==> src/rtl/rob_queue_if.sv <==
`default_nettype none
// ------------------------------------------------------------------------
// rob_queue_if : allocate / writeback / commit bundle for rob_queue.
// Revision 1.0
// ------------------------------------------------------------------------
interface rob_queue_if #(
  parameter int ADDR_WIDTH    = 4,
  parameter int DATA_WIDTH    = 32,
  parameter int RF_ADDR_WIDTH = 5,
  parameter int EXC_WIDTH     = 4
);
  logic                     flush;

  logic                     alloc_en;
  logic                     alloc_ready;
  logic [ADDR_WIDTH-1:0]    alloc_id;
  logic                     alloc_reg_write_add;
  logic                     alloc_reg_write_en;
  logic                     alloc_reg_write_lo_en;
  logic [RF_ADDR_WIDTH-1:0] alloc_reg_write_addr;
  logic [EXC_WIDTH-1:0]     alloc_exc_type;
  logic                     alloc_is_delayslot;
  logic [DATA_WIDTH-1:0]    alloc_pc;

  logic                     wb_en;
  logic [ADDR_WIDTH-1:0]    wb_id;
  logic [DATA_WIDTH-1:0]    wb_data;
  logic [DATA_WIDTH-1:0]    wb_lo_data;
  logic [EXC_WIDTH-1:0]     wb_exc_type;

`ifdef ROB_DUAL_WB_EN
  logic                     wb2_en;
  logic [ADDR_WIDTH-1:0]    wb2_id;
  logic [DATA_WIDTH-1:0]    wb2_data;
  logic [DATA_WIDTH-1:0]    wb2_lo_data;
  logic [EXC_WIDTH-1:0]     wb2_exc_type;
`endif

  logic                     commit_valid;
  logic                     commit_en;
  logic                     commit_reg_write_add;
  logic                     commit_reg_write_en;
  logic                     commit_reg_write_lo_en;
  logic [RF_ADDR_WIDTH-1:0] commit_reg_write_addr;
  logic [DATA_WIDTH-1:0]    commit_reg_write_data;
  logic [DATA_WIDTH-1:0]    commit_reg_write_lo_data;
  logic [EXC_WIDTH-1:0]     commit_exc_type;
  logic                     commit_is_delayslot;
  logic [DATA_WIDTH-1:0]    commit_pc;
  logic [ADDR_WIDTH:0]      count;

  modport master (
`ifdef ROB_DUAL_WB_EN
    output wb2_en, wb2_id, wb2_data, wb2_lo_data, wb2_exc_type,
`endif
    output flush, alloc_en, alloc_reg_write_add, alloc_reg_write_en,
           alloc_reg_write_lo_en, alloc_reg_write_addr, alloc_exc_type,
           alloc_is_delayslot, alloc_pc,
           wb_en, wb_id, wb_data, wb_lo_data, wb_exc_type, commit_en,
    input  alloc_ready, alloc_id, commit_valid, commit_reg_write_add,
           commit_reg_write_en, commit_reg_write_lo_en, commit_reg_write_addr,
           commit_reg_write_data, commit_reg_write_lo_data, commit_exc_type,
           commit_is_delayslot, commit_pc, count
  );

  modport slave (
`ifdef ROB_DUAL_WB_EN
    input  wb2_en, wb2_id, wb2_data, wb2_lo_data, wb2_exc_type,
`endif
    input  flush, alloc_en, alloc_reg_write_add, alloc_reg_write_en,
           alloc_reg_write_lo_en, alloc_reg_write_addr, alloc_exc_type,
           alloc_is_delayslot, alloc_pc,
           wb_en, wb_id, wb_data, wb_lo_data, wb_exc_type, commit_en,
    output alloc_ready, alloc_id, commit_valid, commit_reg_write_add,
           commit_reg_write_en, commit_reg_write_lo_en, commit_reg_write_addr,
           commit_reg_write_data, commit_reg_write_lo_data, commit_exc_type,
           commit_is_delayslot, commit_pc, count
  );
endinterface
`default_nettype wire

==> src/rtl/rob_queue.sv <==
`default_nettype none
// ------------------------------------------------------------------------
// rob_queue : reorder buffer, in-order alloc/retire, out-of-order writeback.
// Define ROB_DUAL_WB_EN for a second writeback port (port 1 wins on clash).
// Revision 1.0
// ------------------------------------------------------------------------
module rob_queue #(
  parameter int ADDR_WIDTH    = 4,
  parameter int DATA_WIDTH    = 32,
  parameter int RF_ADDR_WIDTH = 5,
  parameter int EXC_WIDTH     = 4
) (
  input  logic       clk,
  input  logic       rst,
  rob_queue_if.slave rob
);

  localparam int                DEPTH   = 1 << ADDR_WIDTH;
  localparam logic [ADDR_WIDTH:0] PTR_ONE = 1;

  logic [ADDR_WIDTH:0]      head_q, head_d, tail_q, tail_d;
  logic [DEPTH-1:0]         valid_q, valid_d, done_q, done_d;
  logic [DEPTH-1:0]         add_q, add_d, wen_q, wen_d, loen_q, loen_d, ds_q, ds_d;
  logic [RF_ADDR_WIDTH-1:0] addr_q [DEPTH];
  logic [RF_ADDR_WIDTH-1:0] addr_d [DEPTH];
  logic [EXC_WIDTH-1:0]     exc_q  [DEPTH];
  logic [EXC_WIDTH-1:0]     exc_d  [DEPTH];
  logic [DATA_WIDTH-1:0]    pc_q   [DEPTH];
  logic [DATA_WIDTH-1:0]    pc_d   [DEPTH];
  logic [DATA_WIDTH-1:0]    data_q [DEPTH];
  logic [DATA_WIDTH-1:0]    data_d [DEPTH];
  logic [DATA_WIDTH-1:0]    lo_q   [DEPTH];
  logic [DATA_WIDTH-1:0]    lo_d   [DEPTH];

  logic [ADDR_WIDTH-1:0] head_idx, tail_idx;
  logic                  full, alloc_fire, commit_valid, commit_fire, wb_hit;

  assign head_idx     = head_q[ADDR_WIDTH-1:0];
  assign tail_idx     = tail_q[ADDR_WIDTH-1:0];
  assign full         = (head_idx == tail_idx) && (head_q[ADDR_WIDTH] != tail_q[ADDR_WIDTH]);
  assign alloc_fire   = rob.alloc_en && !full;
  assign commit_valid = valid_q[head_idx] && done_q[head_idx];
  assign commit_fire  = commit_valid && rob.commit_en;

  // A writeback to the entry retiring this cycle is dropped: the retire clears it.
  assign wb_hit = rob.wb_en && valid_q[rob.wb_id] && !(commit_fire && (rob.wb_id == head_idx));

`ifdef ROB_DUAL_WB_EN
  logic wb2_hit;
  assign wb2_hit = rob.wb2_en && valid_q[rob.wb2_id]
                && !(commit_fire && (rob.wb2_id == head_idx))
                && !(wb_hit && (rob.wb2_id == rob.wb_id));
`endif

  always_comb begin
    head_d  = head_q;
    tail_d  = tail_q;
    valid_d = valid_q;
    done_d  = done_q;
    add_d   = add_q;
    wen_d   = wen_q;
    loen_d  = loen_q;
    ds_d    = ds_q;
    addr_d  = addr_q;
    exc_d   = exc_q;
    pc_d    = pc_q;
    data_d  = data_q;
    lo_d    = lo_q;

`ifdef ROB_DUAL_WB_EN
    if (wb2_hit) begin
      data_d[rob.wb2_id] = rob.wb2_data;
      lo_d[rob.wb2_id]   = rob.wb2_lo_data;
      done_d[rob.wb2_id] = 1'b1;
      if (rob.wb2_exc_type != '0) exc_d[rob.wb2_id] = rob.wb2_exc_type;
    end
`endif

    if (wb_hit) begin
      data_d[rob.wb_id] = rob.wb_data;
      lo_d[rob.wb_id]   = rob.wb_lo_data;
      done_d[rob.wb_id] = 1'b1;
      if (rob.wb_exc_type != '0) exc_d[rob.wb_id] = rob.wb_exc_type;
    end

    if (commit_fire) begin
      valid_d[head_idx] = 1'b0;
      done_d[head_idx]  = 1'b0;
      head_d            = head_q + PTR_ONE;
    end

    // Entries carrying a pre-issue exception never see a writeback, so they start done.
    if (alloc_fire) begin
      valid_d[tail_idx] = 1'b1;
      done_d[tail_idx]  = (rob.alloc_exc_type != '0);
      add_d[tail_idx]   = rob.alloc_reg_write_add;
      wen_d[tail_idx]   = rob.alloc_reg_write_en;
      loen_d[tail_idx]  = rob.alloc_reg_write_lo_en;
      ds_d[tail_idx]    = rob.alloc_is_delayslot;
      addr_d[tail_idx]  = rob.alloc_reg_write_addr;
      exc_d[tail_idx]   = rob.alloc_exc_type;
      pc_d[tail_idx]    = rob.alloc_pc;
      data_d[tail_idx]  = '0;
      lo_d[tail_idx]    = '0;
      tail_d            = tail_q + PTR_ONE;
    end
  end

  always_ff @(posedge clk) begin
    if (!rst || rob.flush) begin
      head_q  <= '0;
      tail_q  <= '0;
      valid_q <= '0;
      done_q  <= '0;
    end else begin
      head_q  <= head_d;
      tail_q  <= tail_d;
      valid_q <= valid_d;
      done_q  <= done_d;
    end
  end

  // Payload is only observed through valid entries, so it carries no reset.
  always_ff @(posedge clk) begin
    add_q  <= add_d;
    wen_q  <= wen_d;
    loen_q <= loen_d;
    ds_q   <= ds_d;
    addr_q <= addr_d;
    exc_q  <= exc_d;
    pc_q   <= pc_d;
    data_q <= data_d;
    lo_q   <= lo_d;
  end

  assign rob.alloc_ready              = !full;
  assign rob.alloc_id                 = tail_idx;
  assign rob.count                    = tail_q - head_q;
  assign rob.commit_valid             = commit_valid;
  assign rob.commit_reg_write_add     = commit_valid & add_q[head_idx];
  assign rob.commit_reg_write_en      = commit_valid & wen_q[head_idx];
  assign rob.commit_reg_write_lo_en   = commit_valid & loen_q[head_idx];
  assign rob.commit_is_delayslot      = commit_valid & ds_q[head_idx];
  assign rob.commit_reg_write_addr    = commit_valid ? addr_q[head_idx] : '0;
  assign rob.commit_exc_type          = commit_valid ? exc_q[head_idx]  : '0;
  assign rob.commit_pc                = commit_valid ? pc_q[head_idx]   : '0;
  assign rob.commit_reg_write_data    = commit_valid ? data_q[head_idx] : '0;
  assign rob.commit_reg_write_lo_data = commit_valid ? lo_q[head_idx]   : '0;

endmodule
`default_nettype wire

==> src/flat_wrapper.sv <==
// flat-port wrapper written by rule: the top's interface ports become plain ports
module rob_queue_flat 
#(
  parameter int ADDR_WIDTH    = 4,
  parameter int DATA_WIDTH    = 32,
  parameter int RF_ADDR_WIDTH = 5,
  parameter int EXC_WIDTH     = 4
)
  (clk, rst, rob_flush, rob_alloc_en, rob_alloc_reg_write_add, rob_alloc_reg_write_en, rob_alloc_reg_write_lo_en, rob_alloc_reg_write_addr, rob_alloc_exc_type, rob_alloc_is_delayslot, rob_alloc_pc, rob_wb_en, rob_wb_id, rob_wb_data, rob_wb_lo_data, rob_wb_exc_type, rob_commit_en, rob_alloc_ready, rob_alloc_id, rob_commit_valid, rob_commit_reg_write_add, rob_commit_reg_write_en, rob_commit_reg_write_lo_en, rob_commit_reg_write_addr, rob_commit_reg_write_data, rob_commit_reg_write_lo_data, rob_commit_exc_type, rob_commit_is_delayslot, rob_commit_pc, rob_count);
  rob_queue_if #(.ADDR_WIDTH(ADDR_WIDTH), .DATA_WIDTH(DATA_WIDTH), .RF_ADDR_WIDTH(RF_ADDR_WIDTH), .EXC_WIDTH(EXC_WIDTH)) rob_i ();
  input  logic clk;
  input  logic rst;
  input wire logic [$bits(rob_i.flush)-1:0] rob_flush;
  input wire logic [$bits(rob_i.alloc_en)-1:0] rob_alloc_en;
  input wire logic [$bits(rob_i.alloc_reg_write_add)-1:0] rob_alloc_reg_write_add;
  input wire logic [$bits(rob_i.alloc_reg_write_en)-1:0] rob_alloc_reg_write_en;
  input wire logic [$bits(rob_i.alloc_reg_write_lo_en)-1:0] rob_alloc_reg_write_lo_en;
  input wire logic [$bits(rob_i.alloc_reg_write_addr)-1:0] rob_alloc_reg_write_addr;
  input wire logic [$bits(rob_i.alloc_exc_type)-1:0] rob_alloc_exc_type;
  input wire logic [$bits(rob_i.alloc_is_delayslot)-1:0] rob_alloc_is_delayslot;
  input wire logic [$bits(rob_i.alloc_pc)-1:0] rob_alloc_pc;
  input wire logic [$bits(rob_i.wb_en)-1:0] rob_wb_en;
  input wire logic [$bits(rob_i.wb_id)-1:0] rob_wb_id;
  input wire logic [$bits(rob_i.wb_data)-1:0] rob_wb_data;
  input wire logic [$bits(rob_i.wb_lo_data)-1:0] rob_wb_lo_data;
  input wire logic [$bits(rob_i.wb_exc_type)-1:0] rob_wb_exc_type;
  input wire logic [$bits(rob_i.commit_en)-1:0] rob_commit_en;
  output wire logic [$bits(rob_i.alloc_ready)-1:0] rob_alloc_ready;
  output wire logic [$bits(rob_i.alloc_id)-1:0] rob_alloc_id;
  output wire logic [$bits(rob_i.commit_valid)-1:0] rob_commit_valid;
  output wire logic [$bits(rob_i.commit_reg_write_add)-1:0] rob_commit_reg_write_add;
  output wire logic [$bits(rob_i.commit_reg_write_en)-1:0] rob_commit_reg_write_en;
  output wire logic [$bits(rob_i.commit_reg_write_lo_en)-1:0] rob_commit_reg_write_lo_en;
  output wire logic [$bits(rob_i.commit_reg_write_addr)-1:0] rob_commit_reg_write_addr;
  output wire logic [$bits(rob_i.commit_reg_write_data)-1:0] rob_commit_reg_write_data;
  output wire logic [$bits(rob_i.commit_reg_write_lo_data)-1:0] rob_commit_reg_write_lo_data;
  output wire logic [$bits(rob_i.commit_exc_type)-1:0] rob_commit_exc_type;
  output wire logic [$bits(rob_i.commit_is_delayslot)-1:0] rob_commit_is_delayslot;
  output wire logic [$bits(rob_i.commit_pc)-1:0] rob_commit_pc;
  output wire logic [$bits(rob_i.count)-1:0] rob_count;
  assign rob_i.flush = rob_flush;
  assign rob_i.alloc_en = rob_alloc_en;
  assign rob_i.alloc_reg_write_add = rob_alloc_reg_write_add;
  assign rob_i.alloc_reg_write_en = rob_alloc_reg_write_en;
  assign rob_i.alloc_reg_write_lo_en = rob_alloc_reg_write_lo_en;
  assign rob_i.alloc_reg_write_addr = rob_alloc_reg_write_addr;
  assign rob_i.alloc_exc_type = rob_alloc_exc_type;
  assign rob_i.alloc_is_delayslot = rob_alloc_is_delayslot;
  assign rob_i.alloc_pc = rob_alloc_pc;
  assign rob_i.wb_en = rob_wb_en;
  assign rob_i.wb_id = rob_wb_id;
  assign rob_i.wb_data = rob_wb_data;
  assign rob_i.wb_lo_data = rob_wb_lo_data;
  assign rob_i.wb_exc_type = rob_wb_exc_type;
  assign rob_i.commit_en = rob_commit_en;
  assign rob_alloc_ready = rob_i.alloc_ready;
  assign rob_alloc_id = rob_i.alloc_id;
  assign rob_commit_valid = rob_i.commit_valid;
  assign rob_commit_reg_write_add = rob_i.commit_reg_write_add;
  assign rob_commit_reg_write_en = rob_i.commit_reg_write_en;
  assign rob_commit_reg_write_lo_en = rob_i.commit_reg_write_lo_en;
  assign rob_commit_reg_write_addr = rob_i.commit_reg_write_addr;
  assign rob_commit_reg_write_data = rob_i.commit_reg_write_data;
  assign rob_commit_reg_write_lo_data = rob_i.commit_reg_write_lo_data;
  assign rob_commit_exc_type = rob_i.commit_exc_type;
  assign rob_commit_is_delayslot = rob_i.commit_is_delayslot;
  assign rob_commit_pc = rob_i.commit_pc;
  assign rob_count = rob_i.count;
  rob_queue #(.ADDR_WIDTH(ADDR_WIDTH), .DATA_WIDTH(DATA_WIDTH), .RF_ADDR_WIDTH(RF_ADDR_WIDTH), .EXC_WIDTH(EXC_WIDTH)) u_core (.clk(clk), .rst(rst), .rob(rob_i));
endmodule
==> config.mk <==
export PLATFORM = sky130hd
export DESIGN_NAME = rob_queue_flat
export DESIGN_NICKNAME = d
export VERILOG_FILES = /design/src/rtl/rob_queue_if.sv /design/src/rtl/rob_queue.sv /design/src/flat_wrapper.sv
export SDC_FILE = /design/constraint.sdc
export NUM_CORES = 2
export LEC_CHECK = 0
export ABC_AREA = 1
export BUFFER_PORTS_ARGS = -buffer_cell sky130_fd_sc_hd__buf_2
export CAP_MARGIN = 20
export CORE_MARGIN = 4
export CORE_UTILIZATION = 40
export CTS_BUF_LIST = sky130_fd_sc_hd__clkbuf_4 sky130_fd_sc_hd__clkbuf_8
export DETAILED_ROUTE_END_ITERATION = 10
export PLACE_DENSITY_LB_ADDON = 0.08
export REMOVE_ABC_BUFFERS = 1
export SYNTH_ARGS = -nofsm -noshare
export SYNTH_HDL_FRONTEND = slang
export SYNTH_SLANG_ARGS = --single-unit
==> constraint.sdc <==
create_clock -name clk -period 5.85 [get_ports clk]
set_input_delay 0.8775 -clock clk [delete_from_list [all_inputs] [get_ports clk]]
set_output_delay 0.8775 -clock clk [all_outputs]
set_load 0.005 [all_outputs]
Word level (Yosys, flattened, before mapping)
Index checks and enable logic that the tools add are counted.
{"block": "classes", "add_sub_neg": 3, "n_lt_le_gt_ge": 11, "n_eq_ne": 3, "muxes": 73, "n_bitwise": 15, "n_reduce_logical": 18}
{"cell": "two-way mux 512 bit", "n": 4}
{"cell": "bitwise mux 512 bit", "n": 3}
{"cell": "AND 512 bit", "n": 2}
{"cell": "NOT 512 bit", "n": 1}
{"cell": "binary-select mux 32 bit (select 4 bit)", "n": 3}
{"cell": "two-way mux 32 bit", "n": 11}
{"cell": "demux 32 bit (select 4 bit)", "n": 2}
{"cell": "two-way mux 64 bit", "n": 3}
{"cell": "bitwise mux 64 bit", "n": 2}
{"cell": "bitwise mux 16 bit", "n": 5}
{"cell": "bitwise mux 80 bit", "n": 1}
{"cell": "two-way mux 16 bit", "n": 5}
{"cell": "AND 16 bit", "n": 2}
{"cell": "demux 4 bit (select 4 bit)", "n": 2}
{"cell": "OR 16 bit", "n": 2}
{"cell": "binary-select mux 1 bit (select 4 bit)", "n": 7}
{"cell": "binary-select mux 5 bit (select 4 bit)", "n": 1}
{"cell": "demux 5 bit (select 4 bit)", "n": 1}
{"cell": "two-way mux 4 bit", "n": 5}
{"cell": "two-way mux 5 bit", "n": 4}
{"cell": "binary-select mux 4 bit (select 4 bit)", "n": 1}
{"cell": "NOT 16 bit", "n": 1}
{"cell": ">= comparator 5 bit (second input constant)", "n": 3}
{"cell": "< comparator 4 x 5 -> 1 bit (second input constant)", "n": 3}
{"cell": "other kinds (14)", "n": 49}
{"block": "word_totals", "register_bits": 1786, "input_bits": 123}

Logic depth before layout (Yosys ltp)
{"block": "logic_depth", "depth_word": 12, "depth_mapped": 17, "ltp_nobuf": 13}

Least setup slack after synthesis
Ideal clock, no wire load.
{"block": "synth_timing", "path_kind": "register to register", "start": "register u_core.head_q[1]", "end": "register u_core.lo_q[20] (netlist name)", "setup_ns": 0.119, "arrival_time_ns": 4.768, "required_ns": 5.731, "path_slack_ns": 0.962, "path_stages_with_launch": 17, "cell_sequence": "dfxtp_1 > inv_2 > buf_2 > clkbuf_1 > clkbuf_1 > clkbuf_1 > ha_1 > nand4_1 > nand2_1 > nor2_1 > inv_1 > nor2_1 > inv_1 > clkbuf_1 > clkbuf_1 > o21ai_0 > a21oi_1"}
{"element": "start: declaration", "line": "rob_queue.sv:21", "rtl": "logic [ADDR_WIDTH:0] head_q, head_d, tail_q, tail_d;"}
{"element": "start signal: assignment", "line": "rob_queue.sv:111", "rtl": "head_q <= '0;"}
{"element": "start signal: assignment", "line": "rob_queue.sv:116", "rtl": "head_q <= head_d;"}
{"element": "end signal: assignment", "line": "rob_queue.sv:133", "rtl": "lo_q <= lo_d;"}
{"element": "end: declaration", "line": "rob_queue.sv:32", "rtl": "logic [DATA_WIDTH-1:0] lo_q [DEPTH];"}

Final worst setup path
{"block": "layout_timing", "start": "register u_core.head_q[1]", "end": "output rob_commit_pc[21]"}
{"block": "layout_between", "elab_chain_cells": 5, "word_cells_on_any_way": 10, "cone_classes": "mux: 8; bitwise: 1; reduce/logical: 1"}
{"element": "NOT 4 -> 5 bit (not written as such)", "line": "rob_queue.sv:146", "rtl": "assign rob.commit_pc = commit_valid ? pc_q[head_idx] : '0;"}
{"element": "binary-select mux 32 bit (select 4 bit)", "line": "rob_queue.sv:146"}
{"element": "two-way mux 32 bit (not written as such) (2 in series)", "line": "rob_queue.sv:146"}
{"element": "two-way mux 32 bit (*)", "line": "rob_queue.sv:146"}
{"element": "end: declaration", "line": "flat_wrapper.sv:39", "rtl": "output wire logic [$bits(rob_i.commit_pc)-1:0] rob_commit_pc;"}
Mark *: on every way between the ends. The rest lies on a longest branch, timed or not. The select of a mux whose other input is x is not followed.

==> impl_metrics.tcl <==
set metrics [dict create \
    status "complete, no violations" \
    synth_top_area_frac 0.296 \
    synthArstFlopShare 0 \
    vias 65200 \
    place_hpwl_um 147000 \
    grt_pass1_wl_um 406000 \
    path_max_fanout 131 \
    cts_max_level 5 \
    die_h_um 445 \
    coreArea_sq_um 190000 \
    synth_warnings 0 \
    period_share 0.978 \
    report.final.slew_viol_count 0 \
    drt_first_pass_iters 6 \
    grt_max_degree 173 \
    initial_utilization 0.402 \
    drt_iter0_markers 5447 \
    fin_hold_ws_ns 0.208 \
    yosysTopAreaCell "dfxtp_1" \
    syn_to_final_growth_pct 12.2 \
    irDropWorstVdd_v 0.000216 \
    clkTransAtPathRegs_ns 0.06 \
    antenna_found_initial 35 \
    layout.nets 9245 \
    setup_ws_ns 0.131 \
    required_ns 4.97 \
    root_buffer "clkbuf_8" \
    io_pins 243 \
    gp_congestion 0.826 \
    synth_edf_count 656 \
    dp_slack_ns 1.17 \
    synth.most_common_cell "a21oi_1" \
    grt-ovfl-total 0 \
    vias_per_cell 5.50 \
    synthFlopType "dfxtp_1" \
    ys_seq_area_frac 0.554 \
    ys_top_cells_by_count "1,344 x a21oi_1, 1,302 x o21ai_0, 1,155 x nor2_1, 1,130 x dfxtp_1, 952 x nand2_1" \
    die_w_um 445 \
    cts_tree "yes" \
    cellPowerDensity_nw_per_um2 306 \
    post-route-util 0.451 \
    cts_made_buffers 331 \
    grt_pass1_vias 61600 \
    clock_path_buffers 4 \
    maxCapViolations 0 \
    wl_um 277000 \
    track_usage 0.269 \
    clk_latency_ns 1.05 \
    end_kind "primary output" \
    wl_per_cell_um 23.3 \
    drive_above_1_share 0.108 \
    synth_seq_cells 1786 \
    portBuffers 242 \
    synth_cell_types 40 \
    synth.avg_cell_area_sq_um 8.31 \
    slew_headroom 0.161 \
    die_area_sq_um 198000 \
    hold_viol_final 0 \
    setup_viol 0 \
    finClkSkew_ns 0.0594 \
    timing.setup.critical_path_class "reg -> out" \
    hold_buffers 0 \
    syn_area_sq_um 76400 \
    postRouteAntennaNets 0 \
    power_leakage_nw 37.9 \
    min_period_ns 5.72 \
    worst_pin_slew_ns 1.26 \
    cts.sinks 1786 \
    hp-class "in -> reg" \
    ys_top_cells_by_area "dfxtp_1 30%, edfxtp_1 26%, a21oi_1 8.8%" \
    startpoint_type "flip-flop" \
    rows 160 \
    critPathArrivalTime_ns 4.84 \
    drc 0 \
    synth_cells 9190 \
    fmax_mhz 175 \
]
## placed cells by master (no fill, tap or decap), drive strengths merged, types with 4 or more instances in the layout
| cell | count |
|---|---|
| nor2 | 1162 |
| xor2 | 4 |
| o221ai | 5 |
| nand2 | 953 |
| buf | 394 |
| dfxtp | 1130 |
| nand3 | 89 |
| nor3 | 25 |
| clkbuf | 508 |
| a22oi | 111 |
| a32oi | 38 |
| a21oi | 1344 |
| a211oi | 85 |
| o22ai | 39 |
| a32o | 52 |
| nand4 | 83 |
| a22o | 4 |
| inv | 817 |
| o21ai | 1744 |
| clkinv | 54 |
| o211ai | 14 |
| ha | 12 |
| edfxtp | 656 |
| diode | 21 |
## sequential cells by signal, indices dropped and copies added (netlist names)
signal	count
u_core.data_q	512
u_core.lo_q	512
u_core.pc_q	512
u_core.addr_q	80
u_core.exc_q	64
u_core.add_q	16
u_core.done_q	16
u_core.ds_q	16
u_core.loen_q	16
u_core.valid_q	16
u_core.wen_q	16
u_core.head_q	5
u_core.tail_q	5
## layout make-up
class / instances / area [sq um]
multi-input cells: 5774 / 27900
flip-flops and latches: 1786 / 42300
clock buffers: 508 / 6200
fillers: 18800 / 104000
clock inverters: 50 / 224
repair buffers: 394 / 2770
well taps: 2511 / 3140
diodes: 21 / 52.6
inverters: 822 / 3120
## metal layers
metal  track usage  vias to the layer above  routed length, um
met3        0.0390                      612              15300
met4         0.110                       16              10100
met2         0.448                     2142             131000
met1         0.352                    31400             120000
li1              -                    31100                  -
met5             0                        -                 86
## cell families (layout without fill, tap and decap cells)
family                     Yosys count  count (layout)  synth area share
adders and majority gates           13              13           0.00223
and+or+nand+nor                   2315            2315             0.120
xor gates and xnor gates             6               6          0.000688
DFF                               1786            1786             0.554
AOI/OAI and AO/OA                 3440            3440             0.239
other                                0              21                 0
buffers and inverters             1630            1774            0.0843
## path summary, 6_finish.rpt
path                                  from                    endpoint  slack [ns]  cells after the start
min reg2reg       u_core.lo_q[218]$_DFF_P_    u_core.lo_q[218]$_DFF_P_        0.45                      2
max          u_core.head_q[1]$_SDFFE_PP0P_           rob_commit_pc[21]        0.13                      8
max reg2reg  u_core.head_q[1]$_SDFFE_PP0P_    u_core.lo_q[504]$_DFF_P_        1.10                     13
min                       rob_alloc_pc[18]  u_core.pc_q[338]$_DFFE_PP_        0.21                      1
## power by group
group	switching, W	internal [W]
Sequential	0.000128	0.0133
Combinational	0.000642	0.000293
Clock	0.00525	0.00668
## per-stage QoR
stage          cell area, sq um  cells  total power, W  setup TNS (ns)
6_report                  85700  11900          0.0263               0
5_1_grt                   85700  11900          0.0272        -0.00695
4_1_cts                   85700  11800          0.0265               0
3_5_place_dp              79200  11300          0.0146               0
3_3_place_gp              79200  11300          0.0145               0
2_1_floorplan             73100   8382          0.0141               -
## critical path, stage by stage (launching register included)
cell and delay, ns:
dfxtp_4 0.55, inv_8 0.51, buf_12 0.58, buf_4 0.64, a21oi_1 0.09, a22oi_1 0.23
o22ai_1 0.10, nor3_1 0.65, buf_2 0.24
## repair_timing
item                                    CTS  global route
resized for setup                         0             2
buffers inserted                          0             0
hold endpoints to repair                  0             0
endpoints found under the setup margin    0             2
Note: power is estimated with default switching activity, not from simulation.
